**src/rtl/sdram_pkg.sv**
```systemverilog
`default_nettype none
// ============================================================================
//  Module      : sdram_pkg
//  Description : Shared SDRAM command encodings, init-sequencer state
//                encoding and default timing values.
//  Revision    : 1.0 - initial release
// ============================================================================
package sdram_pkg;

    // {cs_n, ras_n, cas_n, we_n}
    localparam logic [3:0] CMD_NOP       = 4'b0111;
    localparam logic [3:0] CMD_PRECHARGE = 4'b0010;
    localparam logic [3:0] CMD_REFRESH   = 4'b0001;
    localparam logic [3:0] CMD_LOAD_MODE = 4'b0000;
    localparam logic [3:0] CMD_DESELECT  = 4'b1111;

    // A10 high selects "all banks" for PRECHARGE
    localparam logic [12:0] ADDR_A10 = 13'h0400;

    // Default timing, shared with the read/write controller
    localparam int          DEF_POWERUP_CYCLES = 20000;
    localparam int          DEF_T_RP           = 2;
    localparam int          DEF_T_RFC          = 7;
    localparam int          DEF_T_MRD          = 2;
    localparam int          DEF_REFRESH_COUNT  = 2;
    localparam logic [12:0] DEF_MODE_REG       = 13'h032;

    typedef enum logic [3:0] {
        ST_WAIT_LOCK = 4'd0,
        ST_POWERUP   = 4'd1,
        ST_PRECHARGE = 4'd2,
        ST_WAIT_RP   = 4'd3,
        ST_REFRESH   = 4'd4,
        ST_WAIT_RFC  = 4'd5,
        ST_LOAD_MODE = 4'd6,
        ST_WAIT_MRD  = 4'd7,
        ST_DONE      = 4'd8
    } init_state_t;

    function automatic int max_int(input int a, input int b);
        return (a > b) ? a : b;
    endfunction

endpackage
`default_nettype wire

```
**src/rtl/sync_2ff.sv**
```systemverilog
`default_nettype none
// ============================================================================
//  Module      : sync_2ff
//  Description : 1-bit two-flop synchronizer, asynchronous active-low reset
//                to 0.
//  Revision    : 1.0 - initial release
// ============================================================================
module sync_2ff (
    input  logic clk,
    input  logic rst_n,
    input  logic d,
    output logic q
);

    logic meta;

    // Two flops in series give the first stage a full cycle to resolve
    always_ff @(posedge clk or negedge rst_n) begin
        if (!rst_n) begin
            meta <= 1'b0;
            q    <= 1'b0;
        end else begin
            meta <= d;
            q    <= meta;
        end
    end

endmodule
`default_nettype wire

```
**src/rtl/sdram_init_seq.sv**
```systemverilog
`default_nettype none
// ============================================================================
//  Module      : sdram_init_seq
//  Description : SDRAM power-up initialisation sequencer. After the DCM
//                lock is stable: CKE high + power-up wait, PRECHARGE ALL,
//                N x AUTO REFRESH, LOAD MODE REGISTER, then init_done.
//  Revision    : 1.0 - initial release
// ============================================================================
module sdram_init_seq
    import sdram_pkg::*;
#(
    parameter int          POWERUP_CYCLES = DEF_POWERUP_CYCLES,
    parameter int          T_RP           = DEF_T_RP,
    parameter int          T_RFC          = DEF_T_RFC,
    parameter int          T_MRD          = DEF_T_MRD,
    parameter int          REFRESH_COUNT  = DEF_REFRESH_COUNT,
    parameter logic [12:0] MODE_REG       = DEF_MODE_REG
) (
    input  logic        clk,
    input  logic        rst,
    input  logic        dcm_locked,
    output logic        init_done,
    output logic        init_busy,
    output logic        sdram_cke,
    output logic        sdram_cs_n,
    output logic        sdram_ras_n,
    output logic        sdram_cas_n,
    output logic        sdram_we_n,
    output logic [1:0]  sdram_ba,
    output logic [12:0] sdram_addr
);

    localparam int CNT_W = $clog2(max_int(POWERUP_CYCLES, T_RFC) + 1);
    localparam int REF_W = $clog2(REFRESH_COUNT + 1);

    // Counter load values: a state exits when the counter reads zero
    localparam logic [CNT_W-1:0] LD_POWERUP = CNT_W'(POWERUP_CYCLES - 1);
    localparam logic [CNT_W-1:0] LD_RP      = CNT_W'(T_RP - 1);
    localparam logic [CNT_W-1:0] LD_RFC     = CNT_W'(T_RFC - 1);
    localparam logic [CNT_W-1:0] LD_MRD     = CNT_W'(T_MRD - 1);
    localparam logic [REF_W-1:0] REF_LAST   = REF_W'(REFRESH_COUNT);

    init_state_t      state;
    logic [CNT_W-1:0] cnt;
    logic [REF_W-1:0] ref_cnt;
    logic [3:0]       cmd;
    logic             lock_s;
    logic             cnt_zero;

    sync_2ff u_lock_sync (
        .clk   (clk),
        .rst_n (rst),
        .d     (dcm_locked),
        .q     (lock_s)
    );

    assign cnt_zero = (cnt == '0);
    assign {sdram_cs_n, sdram_ras_n, sdram_cas_n, sdram_we_n} = cmd;

    // Sequencer: every command is a one-cycle pulse; NOP fills all other
    // cycles while CKE is high. Losing lock anywhere drops back to idle.
    always_ff @(posedge clk or negedge rst) begin
        if (!rst) begin
            state      <= ST_WAIT_LOCK;
            cnt        <= '0;
            ref_cnt    <= '0;
            cmd        <= CMD_DESELECT;
            sdram_cke  <= 1'b0;
            sdram_ba   <= '0;
            sdram_addr <= '0;
            init_done  <= 1'b0;
            init_busy  <= 1'b0;
        end else if (state != ST_WAIT_LOCK && !lock_s) begin
            state      <= ST_WAIT_LOCK;
            cnt        <= '0;
            ref_cnt    <= '0;
            cmd        <= CMD_DESELECT;
            sdram_cke  <= 1'b0;
            sdram_ba   <= '0;
            sdram_addr <= '0;
            init_done  <= 1'b0;
            init_busy  <= 1'b0;
        end else begin
            cmd        <= CMD_NOP;
            sdram_ba   <= '0;
            sdram_addr <= '0;
            case (state)
                ST_WAIT_LOCK: begin
                    cmd <= CMD_DESELECT;
                    if (lock_s) begin
                        state     <= ST_POWERUP;
                        cnt       <= LD_POWERUP;
                        cmd       <= CMD_NOP;
                        sdram_cke <= 1'b1;
                        init_busy <= 1'b1;
                    end
                end
                ST_POWERUP: begin
                    if (cnt_zero) begin
                        state      <= ST_PRECHARGE;
                        cnt        <= LD_RP;
                        ref_cnt    <= '0;
                        cmd        <= CMD_PRECHARGE;
                        sdram_addr <= ADDR_A10;
                    end else begin
                        cnt <= cnt - 1'b1;
                    end
                end
                ST_PRECHARGE, ST_WAIT_RP: begin
                    if (cnt_zero) begin
                        state   <= ST_REFRESH;
                        cnt     <= LD_RFC;
                        ref_cnt <= ref_cnt + 1'b1;
                        cmd     <= CMD_REFRESH;
                    end else begin
                        state <= ST_WAIT_RP;
                        cnt   <= cnt - 1'b1;
                    end
                end
                ST_REFRESH, ST_WAIT_RFC: begin
                    if (cnt_zero) begin
                        if (ref_cnt < REF_LAST) begin
                            state   <= ST_REFRESH;
                            cnt     <= LD_RFC;
                            ref_cnt <= ref_cnt + 1'b1;
                            cmd     <= CMD_REFRESH;
                        end else begin
                            state      <= ST_LOAD_MODE;
                            cnt        <= LD_MRD;
                            cmd        <= CMD_LOAD_MODE;
                            sdram_addr <= MODE_REG;
                        end
                    end else begin
                        state <= ST_WAIT_RFC;
                        cnt   <= cnt - 1'b1;
                    end
                end
                ST_LOAD_MODE, ST_WAIT_MRD: begin
                    if (cnt_zero) begin
                        state     <= ST_DONE;
                        init_done <= 1'b1;
                        init_busy <= 1'b0;
                    end else begin
                        state <= ST_WAIT_MRD;
                        cnt   <= cnt - 1'b1;
                    end
                end
                ST_DONE: begin
                    state <= ST_DONE;
                end
                default: begin
                    state <= ST_WAIT_LOCK;
                end
            endcase
        end
    end

endmodule
`default_nettype wire

```
**config.mk**
```make
export PLATFORM = sky130hd
export DESIGN_NAME = sdram_init_seq
export DESIGN_NICKNAME = d
export VERILOG_FILES = /design/src/rtl/sdram_pkg.sv /design/src/rtl/sync_2ff.sv /design/src/rtl/sdram_init_seq.sv
export SDC_FILE = /design/constraint.sdc
export NUM_CORES = 1
export LEC_CHECK = 0
export BUFFER_PORTS_ARGS = -buffer_cell sky130_fd_sc_hd__buf_2
export CORE_MARGIN = 2
export CORE_UTILIZATION = 60
export CTS_CLUSTER_SIZE = 14
export DETAILED_ROUTE_END_ITERATION = 10
export HOLD_SLACK_MARGIN = 0.15
export PLACE_DENSITY = 0.94
export REMOVE_ABC_BUFFERS = 1
export SYNTH_ARGS = -nofsm -noshare
export SYNTH_HDL_FRONTEND = slang
export SYNTH_HIERARCHICAL = 1
export SYNTH_SLANG_ARGS = --single-unit
```
**constraint.sdc**
```tcl
create_clock -name clk -period 4 [get_ports clk]
set_input_delay 0.4 -clock clk [delete_from_list [all_inputs] [get_ports clk]]
set_output_delay 0.4 -clock clk [all_outputs]
set_load 0.005 [all_outputs]
```
Word-level counts from Yosys, hierarchy flattened --
Cells that the tools add are included.
Storage, ports and cells: register bits after elaboration 43, input bits 3, word-level logic and storage cells 92
Cells by class: equality and inequality tests 15, add/sub/neg operators 2, magnitude comparators 1, multiplexer cells 43, reduce and logical (&&, ||, !) cells 21
Operators with widths (count):
- $mux 15 | 6
- $pmux 15 s5 | 1
- $mux 4 | 7
- $pmux 4 s6 | 1
- $mux 11 | 2
- $pmux 11 s2 | 1
- $ne 3x3->1 const B | 6
- $eq 4x3->1 const B | 4
- $pmux 4 s4 | 1
- $logic_not 15->1 | 1
- $mux 3 | 5
- $sub 15x1->15 const B | 1
- $mux 2 | 6
- $mux 6 | 2
- $mux 1 | 9
- $eq 4x2->1 const B | 2
- $reduce_bool 2->1 | 4
- $reduce_bool 4->1 | 2
- $pmux 2 s3 | 1
- $reduce_and 2->1 | 3
- $reduce_and 3->1 | 2
- $reduce_bool 6->1 | 1
- $reduce_or 2->1 | 3
- $reduce_and 5->1 | 1
- other kinds (10) | 10

Longest topological paths before layout --
Gate-level depths: netlist (run 1).
depth after elaboration 5, depth in mapped cells 11

Cells and area by module --
Netlist (run 1), hierarchy kept.
Modules (own cells, without submodules):
- sdram_init_seq | cells an instance 213, seq. area each 755.7 µm², times used 1, area an instance 1891.8 µm²
- sync_2ff | cells an instance 2, seq. area each 50.0 µm², times used 1, area an instance 50.0 µm²

Least setup slack after synthesis (run 1) --
Ideal clock, no wire load.
kind reg2reg, from reg state[2], to reg cnt[13], required time 3.917 ns, cell stages (with the launch flop) 10, buffers on the path 1, setup slack 1.609 ns, clock period less this slack 2.391 ns, arrival 2.308 ns, path through dfrtp_1 clkbuf_1 nor3_1 nand2_1 ha_1 nor3_1 nand3_1 a211oi_1 o21ai_0 o21ai_0
On the way: cells in the longest elaborated chain, start to end 4
Ends and longest elaborated chain:
- start, declared | RTL line sdram_init_seq.sv:43 | init_state_t state;
- start signal, assigned | RTL line sdram_init_seq.sv:64 | state <= ST_WAIT_LOCK;
- start signal, assigned | RTL line sdram_init_seq.sv:74 | state <= ST_WAIT_LOCK;
- start signal, assigned | RTL line sdram_init_seq.sv:91 | state <= ST_POWERUP;
- $eq 4x3->1, or another cell as far along | RTL line sdram_init_seq.sv:87 | case (state)
- $reduce_or 2->1 or $logic_and 1x1->1 (tied branches) | RTL line sdram_init_seq.sv:87, sdram_init_seq.sv:73
- $pmux 15 s5, or another cell as far along | RTL line sdram_init_seq.sv:87
- $mux 15 or $reduce_and 3->1 (tied branches)
- end signal, assigned | RTL line sdram_init_seq.sv:106 | cnt <= cnt - 1'b1;
- end signal, assigned | RTL line sdram_init_seq.sv:117 | cnt <= cnt - 1'b1;
- end signal, assigned | RTL line sdram_init_seq.sv:135 | cnt <= cnt - 1'b1;
- end, declared | RTL line sdram_init_seq.sv:44 | logic [CNT_W-1:0] cnt;
Parallel ways exist; a longest one is shown, timed or not. A chain may end at the register's enable or synchronous reset.

Worst setup path in the final report (run 1) --
from reg state[1], to reg cnt[1]
Same word-level chain as after synthesis.

==> results of run 1 <==
## cells in the final DEF, fill, tap and decap left out, types with 5 or more instances in the layout
cell / instances
nand3_1: 6
conb_1: 11
buf_2: 13
o21ai_0: 18
clkbuf_4: 5
nand2_1: 18
o21ai_1: 8
nor2_1: 11
inv_1: 8
nor3_1: 21
dfrtp_1: 28
a21oi_1: 9
## how the worst max path moves through the flow
stage,startpoint,to,slack (ns)
finish,state[1],cnt[1],0.90
global route,state[1],cnt[5],0.66
CTS,state[1],cnt[1],0.97
detailed placement,state[1],cnt[13],1.00
global placement,state[1],cnt[5],1.21
floorplan,state[1],cnt[13],1.48
## worst max-delay path: cells and delay by family, from the launching register on
| family | cells | cell delay (ns) |
|---|---|---|
| adder cells (fa/ha/maj) | 1 | 0.39 |
| AND/OR/NAND/NOR | 3 | 1.22 |
| flip-flops | 1 | 0.57 |
| AO/OA/AOI/OAI | 3 | 0.83 |
## power by group
part	internal, µW	switching (µW)
Clock	83.5	109
Combinational	234	363
Sequential	409	102
## state kept, by name (all words and copies together), names as in the netlist, 2 cells and up
name / cells
cmd: 4
sdram_addr: 2
cnt: 15
ref_cnt: 2
state: 4
## through the flow
stage          cell area [µm²]  instances  util, %
6_report                  2030        267     65.9
5_1_grt                   2030        267     65.9
4_1_cts                   2030        267     65.9
3_5_place_dp              1950        257     63.3
3_3_place_gp              1950        257     63.3
2_1_floorplan             1830        200        -
## cells by family (layout without fill, tap and decap cells)
| kind of cell | after synthesis | count (layout) | share of synthesized area, % |
|---|---|---|---|
| other | 1 | 11 | 0.193 |
| AOI/OAI and AO/OA | 62 | 62 | 21.4 |
| muxes | 1 | 1 | 0.515 |
| DFF | 32 | 32 | 41.5 |
| buffers and inverters | 33 | 31 | 9.41 |
| adders and majority gates | 4 | 4 | 2.58 |
| xor gates and xnor gates | 2 | 2 | 0.902 |
| and+or+nand+nor | 80 | 80 | 23.5 |
## final cells by class
cell class	count	area (µm²)	area share, %
Multi-Input combinational cell	160	991	48.9
Sequential cell	32	806	39.7
Timing Repair Buffer	15	85.1	4.19
Tap cell	44	55.1	2.71
Clock buffer	6	51.3	2.53
Inverter	8	30.0	1.48
Clock inverter	2	10.0	0.494
## repair_timing
action | 4_1_cts | 5_1_grt
setup buffers | 0 | 0
endpoints found under the hold margin | 29 | 0
endpoints found under the setup margin | 0 | 0
hold buffers | 2 | 0
## routing by layer
metal / vias up / share of wire (%) / global-route usage [%]
li1: 772 / - / -
met1: 781 / 45 / 33.8
met2: 67 / 45 / 35.2
met3: 18 / 6.1 / 7.04
met4: 0 / 4.0 / 16.1
met5: - / 0 / 0
==> metrics.cfg, run 1 <==
[clock_network]
clk_pin_slew_ns = 0.10
cts_root_buf = clkbuf_4
cts_resized = 0
clock-sinks = 32
cts-htree-levels = 2
cts_buffer_depth = 2
clkLatencyLatePin_ns = 0.34
cts_tree = yes
cts_inserted_buffers = 5

[floorplan]
start_util_pct = 63.1
placementRows = 20
die_area_um2 = 3710
die_w_um = 60.9
num_io_pins = 25
die_y_um = 60.9
core_area_um2 = 3080

[hold_path]
hold_start = u_lock_sync/meta
holdPathStages = 0
holdPathEnd = u_lock_sync/q
hp-class = flip-flop to flip-flop

[global_routing]
grtUsageTotal_pct = 25.1
grt_pass1_wl_um = 6720
grt_pass1_vias = 1433
grt_overflow = 0
antenna_found_initial = 0
grt_max_degree = 33

[synthesis]
synth_area_um2 = 1940
synth_edf_count = 0
postSynthCellCount = 215
yosysWarnings = 6
synthTopCellsByArea = dfrtp_1 (36%), buf_4 (5.8%), dfstp_2 (5.4%)
async_flop_share_pct = 100
synth_most_common_cell = dfrtp_1
yosys.cell_types.count = 52
synthTopCellsByCount = dfrtp_1 (28), nor3_1 (21), nand2_1 (18), o21ai_0 (18), buf_4 (15)
synth_seq_cells = 32
ys_seq_area_share_pct = 41.5
syn_avg_cell_area_um2 = 9.03
yosys.area.top_type = dfrtp_1
ys.flop_type = dfrtp_1
synth_top_area_share_pct = 36.1

[pwr]
finalPower_uw = 1300
power_density_nw_per_um2 = 641
peakVddDrop_uv = 281
p_leak_uw = 0.000874

[sta]
hold-worst-slack_ns = 0.363
hold_viol = 0
tns_ns = 0
skew_ns = 0.0114
fin_crit_ns = 3.10
setup_viol = 0
setup_slack_ns = 0.901
period_share_pct = 77.5
slew_viol_final = 0
clock.fmax_mhz = 323
rsz0062_at_grt = false
worst_pin_slew_ns = 0.714
slew_headroom_pct = 52.1

[setup_path]
cpMostUsedCell = nor3_1
crit_type = flip-flop to flip-flop
worst_r2r_endpoint = cnt[1]
reg2reg_slack_ns = 0.90
rr_worst_depth = 7
cp_cell_sequence = nor3_1 > nand2_1 > ha_1 > nor3_1 > o21ai_1 > a2111oi_2 > a211o_1
cp_slowest_cell = nor3_1
crit_required_ns = 4.27
cp_max_fo = 18
r2r_start = state[1]
cp_slowest_stage_delay_ns = 0.66
critPathLaunchType = flip-flop
end_kind = flip-flop
crit_arrival_ns = 3.37

[routing]
routedWlPerCell_um = 14.8
vias = 1638
via_per_inst = 6.13
wirelength_um = 3960
drt_iter0_drc = 97
ant_nets = 0
post-route-drc-count = 0
dr.pass1.iters = 5

[run_status]
status = finished clean

[final_layout]
nets = 229
diodes = 0
area_growth_pct = 4.45
fillers = 246
layout-drive-gt1-share_pct = 17.0

[flow_run]
drv_cap = 0

[placed_design]
dpl_worst_slack_ns = 1.00
gp_congestion = 0.880
post-dp-hpwl_um = 2700
port_buffers = 13

Note: power is estimated with default switching activity, not from simulation.
==> inputs of run 2 (changes only) <==
- CORE_UTILIZATION: 60 -> 52
- PLACE_DENSITY: 0.94 -> 0.88
- clock period: 4 -> 2.75 ns (I/O delays scaled with it)
==> metrics.cfg, run 2 (same netlist as run 1, synthesis figures left out) <==
[run_status]
status = finished clean

[sta]
period_share_pct = 89.6
hold_viol = 0
fin_crit_ns = 2.46
rsz0062_at_grt = false
clock.fmax_mhz = 406
hold-worst-slack_ns = 0.350
tns_ns = 0
slew_headroom_pct = 54.5
worst_pin_slew_ns = 0.683
setup_viol = 0
setup_slack_ns = 0.286
skew_ns = 0.00429
slew_viol_final = 0

[final_layout]
largest_register = cnt
reg.largest.list = cnt (15), cmd (4), state (4)
diodes = 0
layout-drive-gt1-share_pct = 18.9
nets = 234
layout_common_cells = dfrtp_1 (28), nor3_1 (21), nand2_1 (18), o21ai_0 (18), buf_2 (13)
area_growth_pct = 9.99
largest_register_ffs = 15
final_common_cell = dfrtp_1
fillers = 315

[setup_path]
cp_cell_sequence = nor3_1 > nand2_1 > ha_1 > nor3_1 > buf_4 > nand3_1 > a211oi_1 > o21ai_0 > o21ai_0
crit_type = flip-flop to flip-flop
rr_worst_depth = 9
critPathLaunchType = flip-flop
crit_required_ns = 2.96
cp_num_cells = 9
cp_slowest_cell = dfrtp_1
end_kind = flip-flop
cp_max_fo = 14
cp_slowest_stage_delay_ns = 0.50
critical_path.top_delay_family = simple AND/OR/NAND/NOR gates
crit_arrival_ns = 2.67
path_buf_inv = 1

[routing]
via_per_inst = 6.05
post-route-drc-count = 0
dr.pass1.iters = 7
ant_nets = 0
wirelength_um = 4040
drt_iter0_drc = 176
vias = 1670
routedWlPerCell_um = 14.6

[clock_network]
clock-sinks = 32
cts_root_buf = clkbuf_8
cts_buffer_depth = 2
clk_pin_slew_ns = 0.06
cts_tree = yes
cts_resized = 0
cts_inserted_buffers = 5
clkLatencyLatePin_ns = 0.28
cts-htree-levels = 2

[floorplan]
placementRows = 22
core_area_um2 = 3630
die_area_um2 = 4240
num_io_pins = 25
start_util_pct = 53.4
die_y_um = 65.1
die_w_um = 65.1

[global_routing]
grt_max_degree = 33
antenna_found_initial = 0
grt_overflow = 0
grtUsageTotal_pct = 21.1
grt_pass1_vias = 1519
grt_pass1_wl_um = 6960

[pwr]
clock_power_share_pct = 23.1
pwr-share-seq_pct = 34.8
p_int_uw = 1270
power_density_nw_per_um2 = 989
p_leak_uw = 0.000927
peakVddDrop_uv = 285
finalPower_uw = 2110
p_sw_uw = 840
combPwrFrac_pct = 42.2
power_switching_share_pct = 39.8

[placed_design]
gp_congestion = 0.896
dpl_worst_slack_ns = 0.320
port_buffers = 13
post-dp-hpwl_um = 2800

[flow_run]
drv_cap = 0

[hold_path]
holdPathStages = 0
hp-class = flip-flop to flip-flop

run 2: path summary, 6_finish.rpt:
kind | slack [ns] | to | from
min in group asynchronous | 0.57 | init_done | rst
worst min-delay path | 0.35 | u_lock_sync/q | u_lock_sync/meta
worst max register to register | 0.29 | cnt[13] | state[2]
worst min register to register | 0.35 | u_lock_sync/q | u_lock_sync/meta
worst max-delay path | 0.29 | cnt[13] | state[2]
max in group asynchronous | 1.74 | cnt[12] | rst
run 2: layout make-up:
cell class	instances	area (µm²)	area share, %
Sequential cell	32	806	37.7
Clock inverter	1	30.0	1.41
Multi-Input combinational cell	160	991	46.4
Clock buffer	7	96.3	4.51
Timing Repair Buffer	20	123	5.74
Tap cell	48	60.1	2.81
Inverter	8	30.0	1.41
run 2: worst reg2reg max path, stage by stage, from the launching register on:
cell      delay (ns)
dfrtp_1         0.50
nor3_1          0.30
nand2_1         0.16
ha_1            0.32
nor3_1          0.21
buf_4           0.18
nand3_1         0.21
a211oi_1        0.30
o21ai_0         0.11
o21ai_0         0.10
run 2: metrics by stage:
stage	cell area, µm²	instances	utilization [%]
2_1_floorplan	1830	200	-
3_3_place_gp	1990	266	54.8
3_5_place_dp	1990	266	54.8
4_1_cts	2140	276	58.8
5_1_grt	2140	276	58.8
6_report	2140	276	58.8
run 2: power by group through the flow:
| stage | Sequential, µW | Clock, µW | Combinational (µW) |
|---|---|---|---|
| finish | 734 | 487 | 891 |
| global route | 751 | 516 | 998 |
| CTS | 730 | 496 | 878 |
| detailed placement | 738 | 0 | 870 |
| global placement | 729 | 0 | 852 |
| floorplan | 714 | 0 | 661 |
run 2: repair_timing:
item / in CTS / in global routing
setup buffers: 0 / 0
hold endpoints to repair: 29 / 0
hold buffers: 2 / 0
run 2: metal layers:
layer  GRT usage [%]  share of wire (%)  vias up
met1            26.6                 44      798
li1                -                  -      781
met5               0                  0        -
met2            35.3                 47       80
met4            8.33                2.2        0
met3            4.62                6.6       11
